===== src/rtl/multi_voice_osc.sv =====
// multi_voice_osc: time-multiplexed bank of NUM_VOICES phase-accumulator
// oscillators. One step_in strobe starts a sweep that processes one voice per
// cycle and emits its saw/pulse/triangle/silent sample one cycle later.
module multi_voice_osc #(
  parameter int NUM_VOICES = 8,
  parameter int WIDTH      = 32,
  localparam int VW        = $clog2(NUM_VOICES)
) (
  input  logic             clk_in,
  input  logic             rst_n_in,
  input  logic             step_in,
  input  logic             cfg_we_in,
  input  logic [VW-1:0]    cfg_voice_in,
  input  logic [WIDTH-1:0] cfg_incr_in,
  input  logic [1:0]       cfg_wave_in,
  input  logic [WIDTH-1:0] cfg_pw_in,
  input  logic             cfg_sync_in,
  output logic [WIDTH-1:0] sample_out,
  output logic [VW-1:0]    voice_out,
  output logic             valid_out,
  output logic             last_out,
  output logic             busy_out,
  output logic             overrun_out
);

  typedef enum logic {
    IDLE,
    RUN
  } state_t;

  // MID is 2^(WIDTH-1): the sign bit, also the most negative sample value.
  localparam logic [WIDTH-1:0] MID      = {1'b1, {(WIDTH-1){1'b0}}};
  localparam logic [VW-1:0]    LAST_IDX = VW'(NUM_VOICES - 1);

  localparam logic [1:0] WAVE_SAW   = 2'd0;
  localparam logic [1:0] WAVE_PULSE = 2'd1;
  localparam logic [1:0] WAVE_TRI   = 2'd2;
  localparam logic [1:0] WAVE_OFF   = 2'd3;

  state_t           state_q, state_d;
  logic [VW-1:0]    idx_q, idx_d;
  logic             overrun_q, overrun_d;

  logic [WIDTH-1:0] phase_q [NUM_VOICES];
  logic [WIDTH-1:0] phase_d [NUM_VOICES];
  logic [WIDTH-1:0] incr_q  [NUM_VOICES];
  logic [WIDTH-1:0] incr_d  [NUM_VOICES];
  logic [1:0]       wave_q  [NUM_VOICES];
  logic [1:0]       wave_d  [NUM_VOICES];
  logic [WIDTH-1:0] pw_q    [NUM_VOICES];
  logic [WIDTH-1:0] pw_d    [NUM_VOICES];

  logic [WIDTH-1:0] sample_q, sample_d;
  logic [VW-1:0]    voice_q, voice_d;
  logic             valid_q, valid_d;
  logic             last_q, last_d;

  logic             process;
  logic [WIDTH-1:0] cur_phase;
  logic [1:0]       cur_wave;
  logic [WIDTH-1:0] cur_pw;
  logic [WIDTH-1:0] tri_u;
  logic [WIDTH-1:0] tri_f;
  logic [WIDTH-1:0] new_sample;

  // Select the registered (pre-write, pre-increment) state of the voice under idx.
  always_comb begin
    cur_phase = '0;
    cur_wave  = WAVE_SAW;
    cur_pw    = '0;
    for (int v = 0; v < NUM_VOICES; v++) begin
      if (idx_q == VW'(v)) begin
        cur_phase = phase_q[v];
        cur_wave  = wave_q[v];
        cur_pw    = pw_q[v];
      end
    end
  end

  // Waveform shaping from the current phase; the triangle folds the doubled phase.
  always_comb begin
    tri_u = cur_phase << 1;
    tri_f = cur_phase[WIDTH-1] ? ~tri_u : tri_u;
    case (cur_wave)
      WAVE_SAW:   new_sample = cur_phase ^ MID;
      WAVE_PULSE: new_sample = (cur_phase < cur_pw) ? ~MID : MID;
      WAVE_TRI:   new_sample = tri_f ^ MID;
      default:    new_sample = '0;
    endcase
  end

  // Sweep sequencer: IDLE waits for step_in, RUN walks idx over every voice once.
  always_comb begin
    state_d   = state_q;
    idx_d     = idx_q;
    overrun_d = overrun_q;
    process   = 1'b0;
    case (state_q)
      IDLE: begin
        if (step_in) begin
          state_d = RUN;
          idx_d   = '0;
        end
      end
      RUN: begin
        process = 1'b1;
        if (step_in) begin
          overrun_d = 1'b1;
        end
        if (idx_q == LAST_IDX) begin
          state_d = IDLE;
          idx_d   = '0;
        end else begin
          idx_d = idx_q + VW'(1);
        end
      end
      default: begin
        state_d = IDLE;
        idx_d   = '0;
      end
    endcase
  end

  // Output stage: capture the processed sample; data holds, strobes drop when idle.
  always_comb begin
    sample_d = sample_q;
    voice_d  = voice_q;
    valid_d  = 1'b0;
    last_d   = 1'b0;
    if (process) begin
      sample_d = new_sample;
      voice_d  = idx_q;
      valid_d  = 1'b1;
      last_d   = (idx_q == LAST_IDX);
    end
  end

  // Per-voice state: accumulate the processed voice, then apply config writes and sync on top.
  always_comb begin
    phase_d = phase_q;
    incr_d  = incr_q;
    wave_d  = wave_q;
    pw_d    = pw_q;
    for (int v = 0; v < NUM_VOICES; v++) begin
      if (process && (idx_q == VW'(v)) && (wave_q[v] != WAVE_OFF)) begin
        phase_d[v] = phase_q[v] + incr_q[v];
      end
      if (cfg_we_in && (cfg_voice_in == VW'(v))) begin
        incr_d[v] = cfg_incr_in;
        wave_d[v] = cfg_wave_in;
        pw_d[v]   = cfg_pw_in;
        if (cfg_sync_in) begin
          phase_d[v] = '0;
        end
      end
    end
  end

  // State registers with synchronous active-low reset; reset aborts any sweep.
  always_ff @(posedge clk_in) begin
    if (!rst_n_in) begin
      state_q   <= IDLE;
      idx_q     <= '0;
      overrun_q <= 1'b0;
      sample_q  <= '0;
      voice_q   <= '0;
      valid_q   <= 1'b0;
      last_q    <= 1'b0;
      for (int v = 0; v < NUM_VOICES; v++) begin
        phase_q[v] <= '0;
        incr_q[v]  <= '0;
        wave_q[v]  <= WAVE_SAW;
        pw_q[v]    <= MID;
      end
    end else begin
      state_q   <= state_d;
      idx_q     <= idx_d;
      overrun_q <= overrun_d;
      sample_q  <= sample_d;
      voice_q   <= voice_d;
      valid_q   <= valid_d;
      last_q    <= last_d;
      phase_q   <= phase_d;
      incr_q    <= incr_d;
      wave_q    <= wave_d;
      pw_q      <= pw_d;
    end
  end

  assign sample_out  = sample_q;
  assign voice_out   = voice_q;
  assign valid_out   = valid_q;
  assign last_out    = last_q;
  assign busy_out    = (state_q == RUN);
  assign overrun_out = overrun_q;

endmodule


===== config.mk =====
export PLATFORM = sky130hd
export DESIGN_NAME = multi_voice_osc
export DESIGN_NICKNAME = d
export VERILOG_FILES = /design/src/rtl/multi_voice_osc.sv
export SDC_FILE = /design/constraint.sdc
export NUM_CORES = 2
export LEC_CHECK = 0
export BUFFER_PORTS_ARGS = -buffer_cell sky130_fd_sc_hd__buf_4
export CAP_MARGIN = 5
export CELL_PAD_IN_SITES_DETAIL_PLACEMENT = 0
export CELL_PAD_IN_SITES_GLOBAL_PLACEMENT = 1
export CORE_MARGIN = 1.5
export CORE_UTILIZATION = 48
export DETAILED_ROUTE_END_ITERATION = 8
export HOLD_SLACK_MARGIN = 0.05
export PLACE_DENSITY = 0.93
export SKIP_CTS_REPAIR_TIMING = 1
export SLEW_MARGIN = 20
export SYNTH_ARGS = -nofsm -noshare
export SYNTH_HDL_FRONTEND = slang
export SYNTH_SLANG_ARGS = --single-unit

===== constraint.sdc =====
create_clock -name clk_in -period 5.6 [get_ports clk_in]
set_clock_uncertainty 0.2 [all_clocks]
set_input_delay 0.56 -clock clk_in [delete_from_list [all_inputs] [get_ports clk_in]]
set_output_delay 0.56 -clock clk_in [all_outputs]
set_load 0.02 [all_outputs]

==> flow_summary_export.csv <==
group,metric,value,unit
sta,rsz0062_at_grt,"no",
cells_and_area,areaGrowthSynthToFinish,11.0,%
sta,period_needed,5.12,ns
yosys,ys_seq_area_share,35.1,%
route,wirelength,169,mm
sta,hold_viol_final,0,
global_route,grt_overflow,0,
yosys,synth.most_common_cell,"nand2_1",
status,outcome,"completed",
route,drt_iter0_drc,4894,
yosys,synthArstFlopShare,0,%
clock_tree,cts-buffers-inserted,93,
worst_setup_path,r2r-start,"idx_q[0]",
floorplanning,rows,114,
clock_tree,cts_tree,"done",
route,vias_per_cell,6.00,
place,place_congestion,1.00,
global_route,grt_max_degree,169,
worst_setup_path,startpoint_type,"flip-flop",
worst_hold_path,holdCritPathClass,"in -> reg",
yosys,netlist_instances,6171,
job,drv_cap,0,
worst_setup_path,endpoint,"sample_out[28]",
sta,maxSlewHeadroom,27.6,%
worst_setup_path,rrSetupSlack,0.48,ns
worst_setup_path,arrival,5.55,ns
floorplanning,die-area,100000,um^2
clock_tree,clockBufferDepth,3,
yosys,synth_top_area_share,35.1,%
clock_tree,cts_num_sinks,826,
global_route,grt_pass1_wl,251,mm
global_route,track_usage,32.9,%
worst_setup_path,end_kind,"flip-flop",
yosys,ys_warn_count,0,
worst_setup_path,required,6.02,ns
yosys,synth_seq_cells,826,
floorplanning,dieHeight,316,um
worst_setup_path,r2r_end,"sample_out[28]",
sta,finalCritPeriodShare,91.5,%
sta,final_max_slew_viol_count,0,
worst_setup_path,crit_path_start,"idx_q[0]",
yosys,synth.distinct_cells,83,
yosys,netlist_area,47100,um^2
yosys,synth-main-ff-cell,"dfxtp_1",
sta,fin_hold_ws,0.0688,ns
cells_and_area,fill_cells,9111,
worst_setup_path,worstSetupPathType,"reg -> reg",
cells_and_area,drive_gt1_share,6.69,%
sta,finalSetupViolations,0,
yosys,synth_top_area_cell,"dfxtp_1",
sta,worstMarginPinSlew,1.09,ns
route,vias,44400,
pwr,leakage,20.6,nW
place,port_buffers,112,
sta,fmax,0.195,GHz
floorplanning,io-pin-count,113,
yosys,synth_edf_count,0,
worst_setup_path,crit_fanout,31,
route,drt.antenna.violating_nets,0,
floorplanning,coreArea,97000,um^2
yosys,syn_avg_cell_area,7.63,um^2
clock_tree,clk_pin_slew_worst_paths,0.07,ns
clock_tree,root_buffer,"clkbuf_16",
clock_tree,clk_latency,0.71,ns
floorplanning,dieWidth,316,um
route,route.detailed.drc,0,
yosys,syn_nets,6538,
floorplanning,start_util,48.6,%
global_route,grt_pass1_vias,40000,
pwr,power_density,266,nW/um^2
sta,fin_tns_setup,0,ns
place,hpwl,116,mm
route,wl_per_cell,22.9,um
yosys,yosys-top-cells-count,"nand2_1 (1,669), dfxtp_1 (826), a21oi_1 (570)",
global_route,antenna_found_initial,3,
route,dr.pass1.iters,6,
worst_setup_path,worstRegToRegCells,25,
yosys,synth_area_leaders,"dfxtp_1 (35%), nand2_1 (13%), a21boi_0 (8.4%)",
clock_tree,htreeDepth,3,
cells_and_area,nets,6413,
pwr,ir_drop,295,uV
## registers in the layout, indices dropped and copies added, names as in the netlist
register,flops
sample_out,32
incr_q,256
overrun_out,1
idx_q,3
last_out,1
busy_out,1
valid_out,1
voice_out,3
pw_q,256
wave_q,16
phase_q,256
## worst max-delay path, cell delays in order (launching register included)
cell and delay [ns]:
dfxtp_1 0.41, inv_1 0.11, ha_1 0.22, buf_4 0.17
nand2b_2 0.34, buf_12 0.25, nor2_1 0.06, nor3_1 0.19
a21oi_1 0.06, a21oi_1 0.28, a21oi_1 0.12, a211oi_1 0.44
a21oi_1 0.16, inv_1 0.11, ha_1 0.24, a21o_1 0.15
a21oi_1 0.14, nor2b_1 0.06, o211ai_1 0.21, a31oi_1 0.12
a21oi_1 0.13, nand4b_1 0.19, nor2_1 0.17, nand2_1 0.11
buf_12 0.22, a31oi_1 0.16
## placed cells by master, fill, tap and decap left out, drive strengths merged, types with 36 or more instances in the layout
master and instances:
ha 285, and3 36, nand2 1669, o21a 37, buf 195, a21boi 530, dfxtp 826, a21o 112
a211oi 74, nand3 76, nand2b 95, xnor2 174, a31oi 59, nor2 301, a21oi 572, inv 94
o211ai 77, o21ai 170, nor3 62, a221oi 70, nor2b 42, xor2 59, clkbuf 130
## per-layer routing
| metal | vias up | GRT usage (%) | wire length [um] |
|---|---|---|---|
| met4 | 4 | 12.9 | 7220 |
| met2 | 1835 | 50.2 | 72800 |
| met3 | 325 | 6.02 | 16000 |
| met5 | - | 0 | 32 |
| met1 | 21100 | 45.8 | 73200 |
| li1 | 21100 | - | - |
## stage by stage
step | utilization, % | total power, mW | instances | setup slack [ns] | area (um^2)
2_1_floorplan | - | 6.89 | 6171 | 0.848 | 47100
3_3_place_gp | 50.1 | 7.31 | 7192 | 0.652 | 48600
3_5_place_dp | 50.1 | 7.33 | 7192 | 0.581 | 48600
4_1_cts | 53.5 | 13.9 | 7358 | 0.577 | 51900
5_1_grt | 53.9 | 14.3 | 7393 | 0.235 | 52300
6_report | 53.9 | 13.9 | 7394 | 0.477 | 52300
## worst min-delay path by stage
stage,from,to,depth (start not counted)
5_1_grt,cfg_incr_in[29],incr_q[93],3
3_3_place_gp,pw_q[126],pw_q[126],2
4_1_cts,cfg_pw_in[27],pw_q[155],3
3_5_place_dp,pw_q[63],pw_q[63],2
6_report,cfg_incr_in[27],incr_q[123],3
2_1_floorplan,pw_q[159],pw_q[159],2
## report_power, final
group          switching [mW]  internal [mW]
Clock                    2.74           3.94
Sequential             0.0725           5.98
Combinational           0.794          0.403
Total                    3.60           10.3
## cells by family after synthesis
family / share of synthesized area (%)
AND/OR/NAND/NOR: 20.9
AO/OA/AOI/OAI: 26.7
flip-flops: 35.1
buffers and inverters: 4.70
adder cells (fa/ha/maj): 7.91
XOR/XNOR: 4.33
multiplexers: 0.300
## layout make-up
cell class                 instances  area [um^2]  area share [%]
sequential                       826        16500            31.6
multi-input combinational       4808        28600            54.6
clock inverter                    36          623            1.19
antenna                            1         2.50         0.00479
tap                             1276         1600            3.05
timing repair buffer             230         1930            3.70
inverter                          87          327           0.625
clock buffer                     130         2700            5.16
Power figures use the tool's default switching activity.
